==> config.mk <==
export PLATFORM = sky130hd
export DESIGN_NAME = mpa_limb_sequencer
export DESIGN_NICKNAME = d
export VERILOG_FILES = /design/src/rtl/mpa_limb_sequencer.sv
export SDC_FILE = /design/constraint.sdc
export NUM_CORES = 1
export LEC_CHECK = 0
export CAP_MARGIN = 25
export CORE_MARGIN = 2
export CORE_UTILIZATION = 43
export CTS_CLUSTER_DIAMETER = 120
export DETAILED_ROUTE_END_ITERATION = 8
export HOLD_SLACK_MARGIN = 0.02
export PLACE_DENSITY = 0.81
export SYNTH_ARGS = -nofsm -noshare
export SYNTH_HDL_FRONTEND = slang
export SYNTH_SLANG_ARGS = --single-unit
export TNS_END_PERCENT = 30
==> constraint.sdc <==
create_clock -name clk -period 2 [get_ports clk]
set_clock_uncertainty 0.15 [all_clocks]
set_input_delay 0.4 -clock clk [delete_from_list [all_inputs] [get_ports clk]]
set_output_delay 0.4 -clock clk [all_outputs]
set_load 0.01 [all_outputs]
==> src/rtl/mpa_limb_sequencer.sv <==
// Purpose: sequences a WORDS x 32-bit add/subtract through one external 32-bit
//          combinational adder, LS limb first, chaining carry; assembles result + NZCV.
// Latency: start accepted at edge k -> done pulses in the cycle after edge k+WORDS;
//          one operation per WORDS+2 cycles.
// Backpressure: none; start is only honoured in IDLE, ignored while busy (no queuing).
//
// Ports:
//   clk, rst_n            clock (rising edge), async active-low reset
//   start, op, op_a, op_b request strobe, 0=add/1=sub, operands (sampled with start)
//   c_in_ext              initial carry, present only with MPA_CARRY_IN_EN defined
//   add_a/add_b/add_cin/add_op  drive to the external adder
//   add_s/add_cout        combinational return from the external adder
//   result, flag_n/z/c/v  assembled result and flags, valid from done to next start
//   busy, done            busy in RUN/DONE; done is a one-cycle pulse
//
// Optional feature macro: MPA_CARRY_IN_EN (adds c_in_ext for ADCS/SBCS chaining).
module mpa_limb_sequencer #(
  parameter int WORDS = 4
) (
  input  logic                  clk,
  input  logic                  rst_n,
  input  logic                  start,
  input  logic                  op,
  input  logic [32*WORDS-1:0]   op_a,
  input  logic [32*WORDS-1:0]   op_b,
`ifdef MPA_CARRY_IN_EN
  input  logic                  c_in_ext,
`endif
  output logic [31:0]           add_a,
  output logic [31:0]           add_b,
  output logic                  add_cin,
  output logic                  add_op,
  input  logic [31:0]           add_s,
  input  logic                  add_cout,
  output logic [32*WORDS-1:0]   result,
  output logic                  flag_n,
  output logic                  flag_z,
  output logic                  flag_c,
  output logic                  flag_v,
  output logic                  busy,
  output logic                  done
);

  localparam int IDX_W = (WORDS > 1) ? $clog2(WORDS) : 1;
  localparam logic [IDX_W-1:0] LAST_IDX = IDX_W'(WORDS - 1);

  localparam logic [1:0] S_IDLE = 2'd0;
  localparam logic [1:0] S_RUN  = 2'd1;
  localparam logic [1:0] S_DONE = 2'd2;

  logic [1:0]                state;
  logic [IDX_W-1:0]          idx;
  logic                      carry;
  logic                      op_r;
  logic                      z_acc;
  logic [WORDS-1:0][31:0]    a_r;
  logic [WORDS-1:0][31:0]    b_r;
  logic [WORDS-1:0][31:0]    res_r;

  logic carry_init;
  logic s_zero;
  logic b_eff_msb;

  // Plain subtract needs carry=1 (a + ~b + 1); the optional port lets the
  // caller chain a previous carry/borrow instead.
`ifdef MPA_CARRY_IN_EN
  assign carry_init = c_in_ext;
`else
  assign carry_init = op;
`endif

  assign s_zero    = (add_s == 32'd0);
  // Sign of the effective second operand as the adder sees it.
  assign b_eff_msb = op_r ? ~add_b[31] : add_b[31];

  // Adder drive is combinational from state so it drops to 0 the moment
  // reset asserts or the sequence leaves RUN.
  always_comb begin
    add_a   = 32'd0;
    add_b   = 32'd0;
    add_cin = 1'b0;
    add_op  = 1'b0;
    if (state == S_RUN) begin
      add_a   = a_r[idx];
      add_b   = b_r[idx];
      add_cin = carry;
      add_op  = op_r;
    end
  end

  always_ff @(posedge clk or negedge rst_n) begin
    if (!rst_n) begin
      state  <= S_IDLE;
      idx    <= '0;
      carry  <= 1'b0;
      op_r   <= 1'b0;
      z_acc  <= 1'b0;
      a_r    <= '0;
      b_r    <= '0;
      res_r  <= '0;
      flag_n <= 1'b0;
      flag_z <= 1'b0;
      flag_c <= 1'b0;
      flag_v <= 1'b0;
    end else begin
      case (state)
        S_IDLE: begin
          if (start) begin
            a_r   <= op_a;
            b_r   <= op_b;
            op_r  <= op;
            idx   <= '0;
            carry <= carry_init;
            z_acc <= 1'b1;
            state <= S_RUN;
          end
        end
        S_RUN: begin
          res_r[idx] <= add_s;
          carry      <= add_cout;
          z_acc      <= z_acc & s_zero;
          if (idx == LAST_IDX) begin
            // Top limb: add_a/add_b currently hold A_top/B_top.
            flag_n <= add_s[31];
            flag_z <= z_acc & s_zero;
            flag_c <= add_cout;
            flag_v <= (add_a[31] == b_eff_msb) & (add_s[31] != add_a[31]);
            state  <= S_DONE;
          end else begin
            idx <= idx + 1'b1;
          end
        end
        S_DONE:  state <= S_IDLE;
        default: state <= S_IDLE;
      endcase
    end
  end

  assign result = res_r;
  assign busy   = (state != S_IDLE);
  assign done   = (state == S_DONE);

endmodule

==> results.md <==
- Routed WL per cell: 20.2 µm
- Layout area overhead: 49.2%
- Max Transition Viols Final: 0
- Post-Place Cell Area: 0.0232 mm²
- Congestion Overflow GR: 0
- Core area: 0.0388 mm²
- Setup Slack @ Placement: -0.585 ns
- CTS max path bufs: 3
- Fin crit period: 2.84 ns
- Vias: 14000
- Die area: 0.0411 mm²
- Final ANT Viol Nets: 0
- Die W: 203 µm
- Crit path top cell by count: buf_12
- H-tree levels: 2
- Xor and xnor area share after synthesis: 0.0516%
- Cells after synthesis: 1565
- Worst min path class: in -> reg
- Num CTS Buffers: 43
- Cell variety after synth: 32
- Post-synthesis mux area share: 17.2%
- Syn. warnings: 0
- Violated checks: setup timing
- Final WL: 54900 µm
- Setup-failing EPs final: 199
- Filler Cells Inserted: 2799
- Hpwl dp: 38700 µm
- Root Buffer: clkbuf_16
- Crit share post-route: 142%
- 1st-iter DRT viols: 953
- Critical Path Start Type: flip-flop
- Synth Area in Compound Gates: 0.214%
- Largest net degree at the start of global routing: 104
- Crit path buf inv count: 4
- Skew-Pair Late Insertion Delay: 0.54 ns
- Largest family of logic cells by synthesized area: simple AND/OR/NAND/NOR gates
- Post-Synth Adder-Cell Area: 0.295%
- Crit path max-delay cell type: dfrtp_4
- 1st-pass router iterations: 5
- Post-route setup slack: -0.842 ns
- Mapped Area: 0.0170 mm²
- Layout cells sized above 1: 23.8%
- Final Wtd Congestion: 0.944
- CP required: 1.45 ns
- Unrepaired setup endpoints after global routing: yes
- Global-route wire length before repair: 83600 µm
- Core Util, Final: 65.2%
- PortBufs: 492
- Status: complete, but fails checks
- Slowest Stage Delay on Critical Path: 0.52 ns
- Seq cells post-synth: 394
- Initial antenna violation count: 5
- Vias in the first global route: 14600
- Num Clock Sinks: 394
- CTS tree: built
- Vias per Instance: 5.15
- Worst-Margin Slew: 0.696 ns
- Simple-Gate Fraction of Synth Area: 20.6%
- Die Y: 203 µm
- Syn_nets: 1862
- CP cell instances: buf_12 -> buf_12 -> buf_16 -> mux4_2 -> and2_1 -> clkdlybuf4s15_2
- Final hold vios: 0
- Total Routing Usage GR: 26.3%
- Peak supply drop: 0.816 mV
- Clk slew on worst S/H paths: 0.06 ns
- IO Pins: 493
- Setup TNS: -56.03 ns
- Element type at the critical path end: output port
- Max-slew headroom: 53.2%
- Initial Util: 43.7%
- Largest delay share family, worst path: buffers and inverters
- Leak: 12.6 nW
- Maximum Capacitance Violations: 0
- Pwr dens: 1650 mW/mm²
- Final nets: 2453
- Final instance area: 0.0253 mm²
- Synthesized area per cell: 10.8 µm²
- Crit path DAT: 2.29 ns
- DRC viols: 0
- Fmax: 0.352 GHz
- FP Rows: 72
- Type of the worst setup path: reg -> out
- CP max FO: 6
- Seq/Total Area, Yosys: 58.1%
-- through the flow --
stage                     power (W)  std cells  hold WS, ns
final                        0.0418       2710        0.232
after global routing         0.0441       2709        0.218
after CTS                    0.0411       2694        0.198
after detailed placement     0.0328       2597        0.171
after global placement       0.0322       2597        0.170
after floorplan              0.0236       1565      -0.0456
-- sequential cells by signal (all words and copies together) (netlist names), 2 cells and up --
name,count
b_r,128
idx,2
a_r,128
state,2
result,127
-- Yosys cell counts, drive strengths merged --
master,number,area [µm²]
nand2,779,2930
dfrtp,394,9860
mux2,129,1460
buf,76,528
and2,66,413
mux4,64,1450
clkbuf,17,63.8
nor4,6,37.5
o21ai,6,30.0
ha,4,50.1
inv,4,15.0
nor2b,4,25.0
nor2,3,18.8
or3,3,18.8
nand4,2,12.5
a31oi,1,6.26
mux2i,1,10.0
nand2b,1,6.26
nand3,1,5.00
nor4b,1,8.76
or2,1,6.26
or3b,1,8.76
xor2,1,8.76
-- power breakdown --
group          switching [W]  total [W]  internal, W
clock network        0.00315    0.00800      0.00485
registers            0.00250     0.0144       0.0119
logic                0.00857     0.0194       0.0108
-- tightest hold or removal path: cells and delay by family --
kind	cells	cell delay (ns)
buf+inv	1	0.39
simple gates	2	0.09
-- final cells by class --
| type | instances | area, µm² | area share [%] |
|---|---|---|---|
| Sequential cell | 394 | 9870 | 39.0 |
| Multi-Input combinational cell | 1074 | 6770 | 26.7 |
| Timing Repair Buffer | 639 | 6570 | 26.0 |
| Clock buffer | 64 | 1250 | 4.96 |
| Tap cell | 518 | 648 | 2.56 |
| Clock inverter | 12 | 171 | 0.677 |
| Inverter | 4 | 20.0 | 0.0791 |
| Antenna cell | 5 | 12.5 | 0.0494 |
-- final timing paths --
check	start	end	slack [ns]	depth (start not counted)
setup / recovery	idx[0]$_DFFE_PN0P_	add_b[21]	-0.84	6
hold / removal	op_b[85]	b_r[85]$_DFFE_PN0P_	0.23	3
setup reg to reg	idx[0]$_DFFE_PN0P_	flag_v$_DFFE_PN0P_	-0.22	9
hold reg to reg	b_r[65]$_DFFE_PN0P_	b_r[65]$_DFFE_PN0P_	0.32	2
max in group asynchronous	rst_n	b_r[100]$_DFFE_PN0P_	0.68	3
min in group asynchronous	rst_n	b_r[64]$_DFFE_PN0P_	0.24	2
-- cell families after synthesis --
family / after synthesis
buffers and inverters: 97
adder cells (fa/ha/maj): 4
multiplexers: 194
AND/OR/NAND/NOR: 868
AO/OA/AOI/OAI: 7
XOR/XNOR: 1
flip-flops: 394
-- layout by cell type, fill, tap and decap left out, types with 5 or more instances in the layout --
master           instances
clkdlybuf4s50_1        293
buf_12                  40
clkbuf_1                11
dlygate4sd2_1           92
clkbuf_8                10
buf_2                   26
mux2_2                  99
and2_1                  35
mux4_2                  64
nor4_1                   6
mux2_4                  30
diode_2                  5
dfrtp_1                392
nand2_1                775
and2_4                  31
buf_4                   85
dlymetal6s2s_1          38
buf_6                   42
clkbuf_2                10
clkbuf_16               46
clkinv_2                 5
-- repair_timing --
item | 4_1_cts | 5_1_grt
endpoints found under the hold margin | 334 | 0
resized for setup | 389 | 147
cloned | 3 | 3
endpoints found under the setup margin | 228 | 244
setup buffers | 17 | 8
hold buffers | 1 | 0
pin swaps | 18 | 8
-- layer usage --
layer  global-route usage (%)  vias to the layer above  wire [µm]
met5                        0                        -         10
met4                     11.1                        2       2420
met3                     6.23                      139       4270
met2                     45.0                      655      27500
met1                     32.0                     6928      20700
li1                         -                     6244          -
Note: power is estimated with default switching activity, not from simulation.
==> patch, RTL diff (same flow settings) <==
Add a define of `MPA_CARRY_IN_EN`.
--- a/src/rtl/mpa_limb_sequencer.sv
+++ b/src/rtl/mpa_limb_sequencer.sv
@@ -15,4 +15,6 @@
 //
 // Optional feature macro: MPA_CARRY_IN_EN (adds c_in_ext for ADCS/SBCS chaining).
+`define MPA_CARRY_IN_EN
+
 module mpa_limb_sequencer #(
   parameter int WORDS = 4
Ports: changed (added c_in_ext); port bits go from 493 to 494. The function was not compared with the original's and may differ.
==> patch against the original RTL <==
  * The flow still finishes with violations (setup timing)
  * Clock power decreased by 2%
  * Utilization decreased by 1.3 points
  * Total power decreased by 1.2%
  * Worst setup slack improved by 0.076 ns
  * Sequential cell count unchanged
  * Fmax increased by 2.8%
  * Synthesized area increased by 0.15%
  * Design area decreased by 2.0%
  * Routed wire length decreased by 1.3%
  * Largest cell class unchanged
==> patch: results (changes against the original RTL) <==
STA
  – Count of final setup violators: 68 (was 199)
  – Setup_tns: -44.17 ns (was -56.03 ns)
  – Worst setup margin: -0.7654 ns (was -0.8415 ns)

Route
  – Met1 WL: 21.03 mm (was 20.69 mm)
  – WL met3: 4.032 mm (was 4.268 mm)
  – Number of DRC markers in iteration 0: 704 (was 953)
  – DRT Wirelength: 54.15 mm (was 54.86 mm)
  – Routed len/inst: 20.15 um (was 20.24 um)

Min path
  – Min-delay worst type: input port to asynchronous set/reset pin (was input port to flip-flop)

Outcome
  – Failing checks: setup timing (unchanged)
  – Outcome: finished with violations (unchanged)

Layout
  – Clock-cell share: 5.552% (was 5.634%)
  – Multi-input gate area: 6738 um^2 (was 6773 um^2)
  – Antenna cells: 10 (was 5)
  – NumNets Final: 2,426 (was 2,453)
  – Non-clock buffer share: 24.76% (was 25.96%)
  – Area Growth Syn to Fin: 46.03% (was 49.22%)

Logic synthesis
  – Area contributors post-synth: dfrtp_1 58%, nand2_1 17%, mux4_2 8.3%, mux2_2 7.6%, and2_1 2.4% (was dfrtp_1 58%, nand2_1 17%, mux2_2 8.4%, mux4_2 8.4%, and2_1 2.4%)
  – Synth unique cells: 31 (was 32)
  – Post-Syn Instances: 1,566 (was 1,565)
  – Seq/Total Area, Yosys: 58.02% (was 58.11%)
  – Post-Syn Nets: 1,864 (was 1,862)
  – Top cells by count, synth: 780 x nand2_1, 394 x dfrtp_1, 114 x mux2_2 (was 778 x nand2_1, 394 x dfrtp_1, 126 x mux2_2)

Place
  – Gpl congestion: 0.9294 (was 0.9440)
  – Post-detail-place hpwl: 37.55 mm (was 38.67 mm)
  – Placed cell area: 23,030 um^2 (was 23,220 um^2)

Critical path
  – CP arrival: 2.22 ns (was 2.29 ns)
  – CP Capture Point: add_a[6] (was add_b[21])
  – R2r setup slk: -0.18 ns (was -0.22 ns)

Global routing
  – First-pass GRT wire length: 84.15 mm (was 83.64 mm)
==> patch: cell count changes after synthesis, sizes merged <==
cell and delta:
buf +1, clkbuf -1, nand2 +1
==> patch: cell families (layout without fill, tap and decap cells) <==
logic type	after synthesis	count (layout)	share of synthesized area, %
and+or+nand+nor	869	869	20.53
DFF	394	394	58.02
muxes	194	194	17.44
buffers and inverters	97	690	3.446
AOI/OAI and AO/OA	7	7	0.2136
adders and majority gates	4	4	0.2945
xor gates and xnor gates	1	1	0.05155
other	0	10	0
==> patch: timing repair <==
action                     CTS  global route
setup buffers               12             6
gates cloned                 6             0
pin swaps                   33             1
resized for setup          511            44
setup endpoints to repair  201           169
hold buffers                 1             0
hold endpoints to repair   346             0
==> patch: power by group <==
part           switching, mW  total [mW]  internal, mW
clock                   3.29        7.82          4.53
sequential              2.39        14.3          11.9
combinational           8.56        19.2          10.6
